`config.mk`:
```
export PLATFORM = sky130hd
export DESIGN_NAME = pin_io_ring_flat
export DESIGN_NICKNAME = d
export VERILOG_FILES = /design/src/rtl/pin_io_ring_if.sv /design/src/rtl/pin_io_ring.sv /design/src/flat_wrapper.sv
export SDC_FILE = /design/constraint.sdc
export NUM_CORES = 1
export LEC_CHECK = 0
export CAP_MARGIN = 20
export CORE_UTILIZATION = 43
export DETAILED_ROUTE_END_ITERATION = 8
export HOLD_SLACK_MARGIN = 0.1
export PLACE_DENSITY = 0.81
export SYNTH_ARGS = -nofsm -noshare
export SYNTH_HDL_FRONTEND = slang
export SYNTH_SLANG_ARGS = --single-unit
```
`constraint.sdc`:
```
create_clock -name clk_cog -period 1.5 [get_ports clk_cog]
set_input_delay 0.375 -clock clk_cog [delete_from_list [all_inputs] [get_ports clk_cog]]
set_output_delay 0.375 -clock clk_cog [all_outputs]
set_load 0.02 [all_outputs]
```
`src/rtl/pin_io_ring_if.sv`:
```
// pin_io_ring_if: pad- and core-side buses of one I/O bank.
// master = core/bench side driving inputs, slave = the ring itself.
interface pin_io_ring_if #(
  parameter int WIDTH = 32
);
  logic [WIDTH-1:0] pad_in;
  logic [WIDTH-1:0] pin_out;
  logic [WIDTH-1:0] pin_dir;
  logic [WIDTH-1:0] od_mode;
  logic [WIDTH-1:0] filt_en;
  logic [WIDTH-1:0] evt_clr;
  logic [WIDTH-1:0] pad_out;
  logic [WIDTH-1:0] pad_oe;
  logic [WIDTH-1:0] pin_in;
  logic [WIDTH-1:0] rise;
  logic [WIDTH-1:0] fall;
  logic             evt_any;

  modport master (
    output pad_in,
    output pin_out,
    output pin_dir,
    output od_mode,
    output filt_en,
    output evt_clr,
    input  pad_out,
    input  pad_oe,
    input  pin_in,
    input  rise,
    input  fall,
    input  evt_any
  );

  modport slave (
    input  pad_in,
    input  pin_out,
    input  pin_dir,
    input  od_mode,
    input  filt_en,
    input  evt_clr,
    output pad_out,
    output pad_oe,
    output pin_in,
    output rise,
    output fall,
    output evt_any
  );
endinterface

```
`src/rtl/pin_io_ring.sv`:
```
// pin_io_ring: pad-side conditioner (sync, glitch filter, edge flags, oe).
// Ports: clk_cog, nres (async low), io (pin_io_ring_if.slave bus).
module pin_io_ring #(
  parameter int WIDTH       = 32,
  parameter int SYNC_STAGES = 2,
  parameter int FILT_LEN    = 4
) (
  input logic         clk_cog,
  input logic         nres,
  pin_io_ring_if.slave io
);

  localparam int CW = $clog2(FILT_LEN) + 1;
  localparam int AW = $clog2(SYNC_STAGES + 2);

  localparam logic [AW-1:0] ARM_END = AW'(SYNC_STAGES + 1);
  localparam logic [CW-1:0] CNT_TOP = CW'(FILT_LEN - 1);

  logic [WIDTH-1:0] sync_q [SYNC_STAGES];
  logic [WIDTH-1:0] s;
  logic [AW-1:0]    arm_cnt;
  logic             armed;

  logic [CW-1:0]    cnt_q [WIDTH];
  logic [CW-1:0]    cnt_d [WIDTH];

  logic [WIDTH-1:0] pin_q;
  logic [WIDTH-1:0] pin_d;
  logic [WIDTH-1:0] rise_q;
  logic [WIDTH-1:0] fall_q;
  logic [WIDTH-1:0] rise_d;
  logic [WIDTH-1:0] fall_d;
  logic [WIDTH-1:0] pad_out_q;
  logic [WIDTH-1:0] pad_oe_q;

  logic [WIDTH-1:0] hold_v;
  logic [WIDTH-1:0] same_v;
  logic [WIDTH-1:0] top_v;

  assign s     = sync_q[SYNC_STAGES-1];
  assign armed = (arm_cnt == ARM_END);

  // Pins pass straight through while unarmed or unfiltered.
  assign hold_v = ~io.filt_en | {WIDTH{~armed}};
  assign same_v = ~(s ^ pin_q);

  always_comb begin
    top_v = '0;
    for (int i = 0; i < WIDTH; i++) begin
      top_v[i] = (cnt_q[i] == CNT_TOP);
    end
  end

  always_comb begin
    pin_d = pin_q;
    for (int i = 0; i < WIDTH; i++) begin
      cnt_d[i] = '0;
      unique case (1'b1)
        hold_v[i]: begin
          pin_d[i] = s[i];
        end
        !hold_v[i] && same_v[i]: begin
          cnt_d[i] = '0;
        end
        !hold_v[i] && !same_v[i] && top_v[i]: begin
          pin_d[i] = s[i];
        end
        !hold_v[i] && !same_v[i] && !top_v[i]: begin
          cnt_d[i] = cnt_q[i] + CW'(1);
        end
        default: begin
          cnt_d[i] = '0;
        end
      endcase
    end
  end

  // Set beats clear so an edge landing on a clear is kept.
  always_comb begin
    rise_d = rise_q & ~io.evt_clr;
    fall_d = fall_q & ~io.evt_clr;
    if (armed) begin
      rise_d = rise_d | (pin_d & ~pin_q);
      fall_d = fall_d | (~pin_d & pin_q);
    end
  end

  always_ff @(posedge clk_cog or negedge nres) begin
    if (!nres) begin
      for (int k = 0; k < SYNC_STAGES; k++) begin
        sync_q[k] <= '0;
      end
    end else begin
      sync_q[0] <= io.pad_in;
      for (int k = 1; k < SYNC_STAGES; k++) begin
        sync_q[k] <= sync_q[k-1];
      end
    end
  end

  always_ff @(posedge clk_cog or negedge nres) begin
    if (!nres) begin
      arm_cnt <= '0;
    end else if (!armed) begin
      arm_cnt <= arm_cnt + AW'(1);
    end
  end

  always_ff @(posedge clk_cog or negedge nres) begin
    if (!nres) begin
      for (int i = 0; i < WIDTH; i++) begin
        cnt_q[i] <= '0;
      end
      pin_q  <= '0;
      rise_q <= '0;
      fall_q <= '0;
    end else begin
      for (int i = 0; i < WIDTH; i++) begin
        cnt_q[i] <= cnt_d[i];
      end
      pin_q  <= pin_d;
      rise_q <= rise_d;
      fall_q <= fall_d;
    end
  end

  // Open-drain pins only enable the driver when pulling low.
  always_ff @(posedge clk_cog or negedge nres) begin
    if (!nres) begin
      pad_out_q <= '0;
      pad_oe_q  <= '0;
    end else begin
      pad_out_q <= io.pin_out;
      pad_oe_q  <= io.pin_dir & (~io.od_mode | ~io.pin_out);
    end
  end

  assign io.pad_out = pad_out_q;
  assign io.pad_oe  = pad_oe_q;
  assign io.pin_in  = pin_q;
  assign io.rise    = rise_q;
  assign io.fall    = fall_q;
  assign io.evt_any = |{rise_q, fall_q};

endmodule

```
`src/flat_wrapper.sv`:
```
// flat-port wrapper written by rule: the top's interface ports become plain ports
module pin_io_ring_flat 
#(
  parameter int WIDTH       = 32,
  parameter int SYNC_STAGES = 2,
  parameter int FILT_LEN    = 4
)
  (clk_cog, nres, io_pad_in, io_pin_out, io_pin_dir, io_od_mode, io_filt_en, io_evt_clr, io_pad_out, io_pad_oe, io_pin_in, io_rise, io_fall, io_evt_any);
  pin_io_ring_if #(.WIDTH(WIDTH)) io_i ();
  input logic clk_cog;
  input logic nres;
  input wire logic [$bits(io_i.pad_in)-1:0] io_pad_in;
  input wire logic [$bits(io_i.pin_out)-1:0] io_pin_out;
  input wire logic [$bits(io_i.pin_dir)-1:0] io_pin_dir;
  input wire logic [$bits(io_i.od_mode)-1:0] io_od_mode;
  input wire logic [$bits(io_i.filt_en)-1:0] io_filt_en;
  input wire logic [$bits(io_i.evt_clr)-1:0] io_evt_clr;
  output wire logic [$bits(io_i.pad_out)-1:0] io_pad_out;
  output wire logic [$bits(io_i.pad_oe)-1:0] io_pad_oe;
  output wire logic [$bits(io_i.pin_in)-1:0] io_pin_in;
  output wire logic [$bits(io_i.rise)-1:0] io_rise;
  output wire logic [$bits(io_i.fall)-1:0] io_fall;
  output wire logic [$bits(io_i.evt_any)-1:0] io_evt_any;
  assign io_i.pad_in = io_pad_in;
  assign io_i.pin_out = io_pin_out;
  assign io_i.pin_dir = io_pin_dir;
  assign io_i.od_mode = io_od_mode;
  assign io_i.filt_en = io_filt_en;
  assign io_i.evt_clr = io_evt_clr;
  assign io_pad_out = io_i.pad_out;
  assign io_pad_oe = io_i.pad_oe;
  assign io_pin_in = io_i.pin_in;
  assign io_rise = io_i.rise;
  assign io_fall = io_i.fall;
  assign io_evt_any = io_i.evt_any;
  pin_io_ring #(.WIDTH(WIDTH), .SYNC_STAGES(SYNC_STAGES), .FILT_LEN(FILT_LEN)) u_core (.clk_cog(clk_cog), .nres(nres), .io(io_i));
endmodule
```
==> results.md <==
- Seq/Total Area, Yosys: 0.660
- Area of the multi-input gates: 3480 sq um
- Worst VDD drop: between 0.9 and 1 mV
- Storage element area: 8070 sq um
- Fin Clk Skew: around 0.012 ns
- Area of the mapped netlist: 12200 sq um
- Most frequent cell after synthesis: dfrtp_1
- Post-route minimum period: 2.56 ns
- Slew Viols, Final: 0
- Finished Layout Cells: 1949
- Final setup fails: 53
- DRT met1 WL: ~12 mm
- Fin crit share: 1.71
- Starting Density: 0.438
- Cts bufs inserted: 35
- Number of global-route vias before repair: a little under 10000
- Met3 wire length: 2.35 mm
- FF-to-FF path depth: 5
- Yosys warnings: 0
- CORE AREA: 27900 sq um
- Met2 routed WL: ~17 mm
- Die X: 170 um
- Post-DR vias/cell: 4.77
- GRT Util Overall: 0.226
- Commonest cells post-synth: 322 x dfrtp_1, 217 x inv_1, 96 x nor2_1, 65 x ha_1, 60 x o21ai_0
- Ys async rst share: 1.00
- Predominant post-synthesis flop cell: dfrtp_1
- Post-synth net total: 1277
- Max Used Layer: met4
- RR Endpoint: u_core.io.fall[21]$_DFF_PN0_
- CTS tree: done
- WP data arrival: 2.19 ns
- R2r setup slk: ~0.02 ns
- IO buf count: 354
- Pre-antenna DRT Iters: 5
- Critical path data required time: 1.12 ns
- Gr ovfl total: 0
- Worst r2r src: u_core.arm_cnt[0]$_DFFE_PN0P_
- Layout Nets: ~1800
- CP endpoint kind: output pin
- Post-synthesis cell type count: 21
- Synth top area cells: dfrtp_1 66%, inv_1 6.7%, ha_1 6.7%, o32ai_1 4.2%, nor2_1 3.0%
- Status: complete, but fails checks
- RSZ-0062 raised after global routing: yes
- Max cap viols: 0
- Failing checks: negative setup slack
- Detailed Route WL: 32.8 mm
- Worst setup slack after layout: -1.06 ns
- Synth Register Bits: 322
- Global-route wire length before repair: 50.1 mm
- ANT nets after route: 0
- Cells after Synth: 1018
- Largest net degree at the start of global routing: 50
- Slew HR: 0.739
- Overall Power: 21.9 mW
- Pleak: 9.14 nW
- Total number of vias: 9301
- Antenna violations before repair: 3
- CTS root buffer: clkbuf_16
- Setup Slack @ Placement: -1.05 ns
- Routed len/inst: 16.8 um
- HP Class: in2reg
- EDFF count, synth: 0
- Row count: 61
- DRC viols: 0
- Power per cell area: 1180 nW/um^2
- Cell Count Post-Placement: 1859
- Synth-to-Final Area Change: 51.9%
- Fill cells: 2026
- Share of cells above drive strength 1: 0.252
- Synth top area share: 0.660
- Final Hold Viols: 0
- Placer Congestion: 0.846
- CTS Buffer Depth: 3
- Die area: 29100 sq um
- Syn avg cell area: between 10 and 15 sq um
- Slew @ Worst Pin: 0.390 ns
- Fmax: 390 MHz
- Die Y: 170 um
- HPWL after DPL: about 24 mm
- HP Start: io_pad_in[8]
- Startpoint Class: flip-flop
- Sink Count: 322
- WHS Path Cells: 1
- Worst Path Class, Setup: reg2out
- 1st-iter DRT viols: 375
- H-tree levels: 2
- Hold Path End: u_core.sync_q[40]$_DFF_PN0_
- Worst skew pair latency: between 0.5 and 0.6 ns
- Clock transition at path regs: 0.06 ns
- I/O pins: 355
- CP Max Fanout: 2
- Cell accounting for the most synthesized area: dfrtp_1
[layer usage]
metal	vias to the layer above	global-route usage
met5	-	0
met4	0	0.102
met3	79	0.0637
met2	353	0.397
met1	4486	0.254
li1	4383	-
[flip-flops by register name, indices dropped and copies added, names as in the netlist]
register           cells
u_core.cnt_q          96
u_core.s              32
u_core.sync_q         32
u_core.io.pad_oe      32
u_core.io.rise        32
u_core.io.pin_in      32
u_core.arm_cnt         2
u_core.io.pad_out     32
u_core.io.fall        32
[cell type report]
class | count | area share
sequential | 322 | 0.435
timing repair buffer | 497 | 0.245
multi-input combinational | 472 | 0.188
clock buffer | 49 | 0.0561
inverter | 217 | 0.0439
tap | 378 | 0.0255
clock inverter | 11 | 0.00648
antenna | 3 | 0.000405
[how the worst max path moves through the flow]
stage / startpoint / to / slack [ns] / cells past startpoint
final: u_core.io.rise[7]$_DFF_PN0_ / io_evt_any / -1.06 / 5
after global routing: u_core.io.rise[7]$_DFF_PN0_ / io_evt_any / -1.15 / 5
after CTS: u_core.io.fall[16]$_DFF_PN0_ / io_evt_any / -1.05 / 5
after detailed placement: u_core.io.rise[23]$_DFF_PN0_ / io_evt_any / -1.05 / 4
after global placement: u_core.io.rise[23]$_DFF_PN0_ / io_evt_any / -1.04 / 4
after floorplan: u_core.io.rise[29]$_DFF_PN0_ / io_evt_any / -0.27 / 3
[cells in the final DEF, fill, tap and decap left out, types with 2 or more instances in the layout]
cell / count
o32ai_2: 8
clkbuf_8: 9
nand3b_1: 32
nor4_2: 9
a21o_1: 3
o32ai_1: 50
nor2_1: 96
a21boi_0: 32
o21ai_0: 56
buf_12: 12
mux2_2: 3
clkinv_2: 7
xor2_1: 29
nand2_1: 30
buf_6: 109
nand4_1: 4
nor4_1: 5
nor4_4: 2
bufinv_16: 2
o21ai_1: 4
clkdlybuf4s50_1: 192
clkbuf_16: 36
nand2b_1: 33
dfrtp_2: 8
buf_2: 105
diode_2: 3
nand2b_4: 2
inv_1: 217
o22ai_1: 6
ha_1: 64
clkbuf_1: 4
buf_4: 75
dfrtp_1: 314
[power by group]
group          switching (mW)  total, mW  internal (mW)
Combinational            1.82       3.71           1.89
Clock                    3.40       8.57           5.18
Sequential              0.378       9.67           9.29
[kinds of logic after synthesis]
kind of cell    synth area share
flops                      0.660
buf+inv                   0.0694
simple gates              0.0878
compound gates            0.0908
fa+ha+maj                 0.0666
xor+xnor                  0.0215
mux                      0.00369
[worst max-delay path, stage by stage, from the launching register on]
cell     delay (ns)
dfrtp_1        0.41
nor4_2         0.31
buf_4          0.16
nand4_1        0.09
or4_4          0.55
buf_6          0.15
[metrics by stage]
stage | TNS (ns) | hold WS (ns) | utilization | cell area, sq um
final | -2.89 | 0.301 | 0.665 | 18500
after global routing | -5.04 | 0.289 | 0.665 | 18500
after CTS | -3.27 | 0.278 | 0.656 | 18300
after detailed placement | -1.46 | 0.244 | 0.618 | 17200
after global placement | -1.20 | 0.243 | 0.618 | 17200
after floorplan | -0.272 | 0.0794 | - | 12200
[repair_timing]
action                                 CTS  global route
cloned                                   1             0
hold buffers                             1             0
resized for setup                      814            49
setup endpoints to repair              169            92
pin swaps                                8             5
buffers inserted                        27            29
endpoints found under the hold margin  103             0
(Power assumes the default switching activity.)
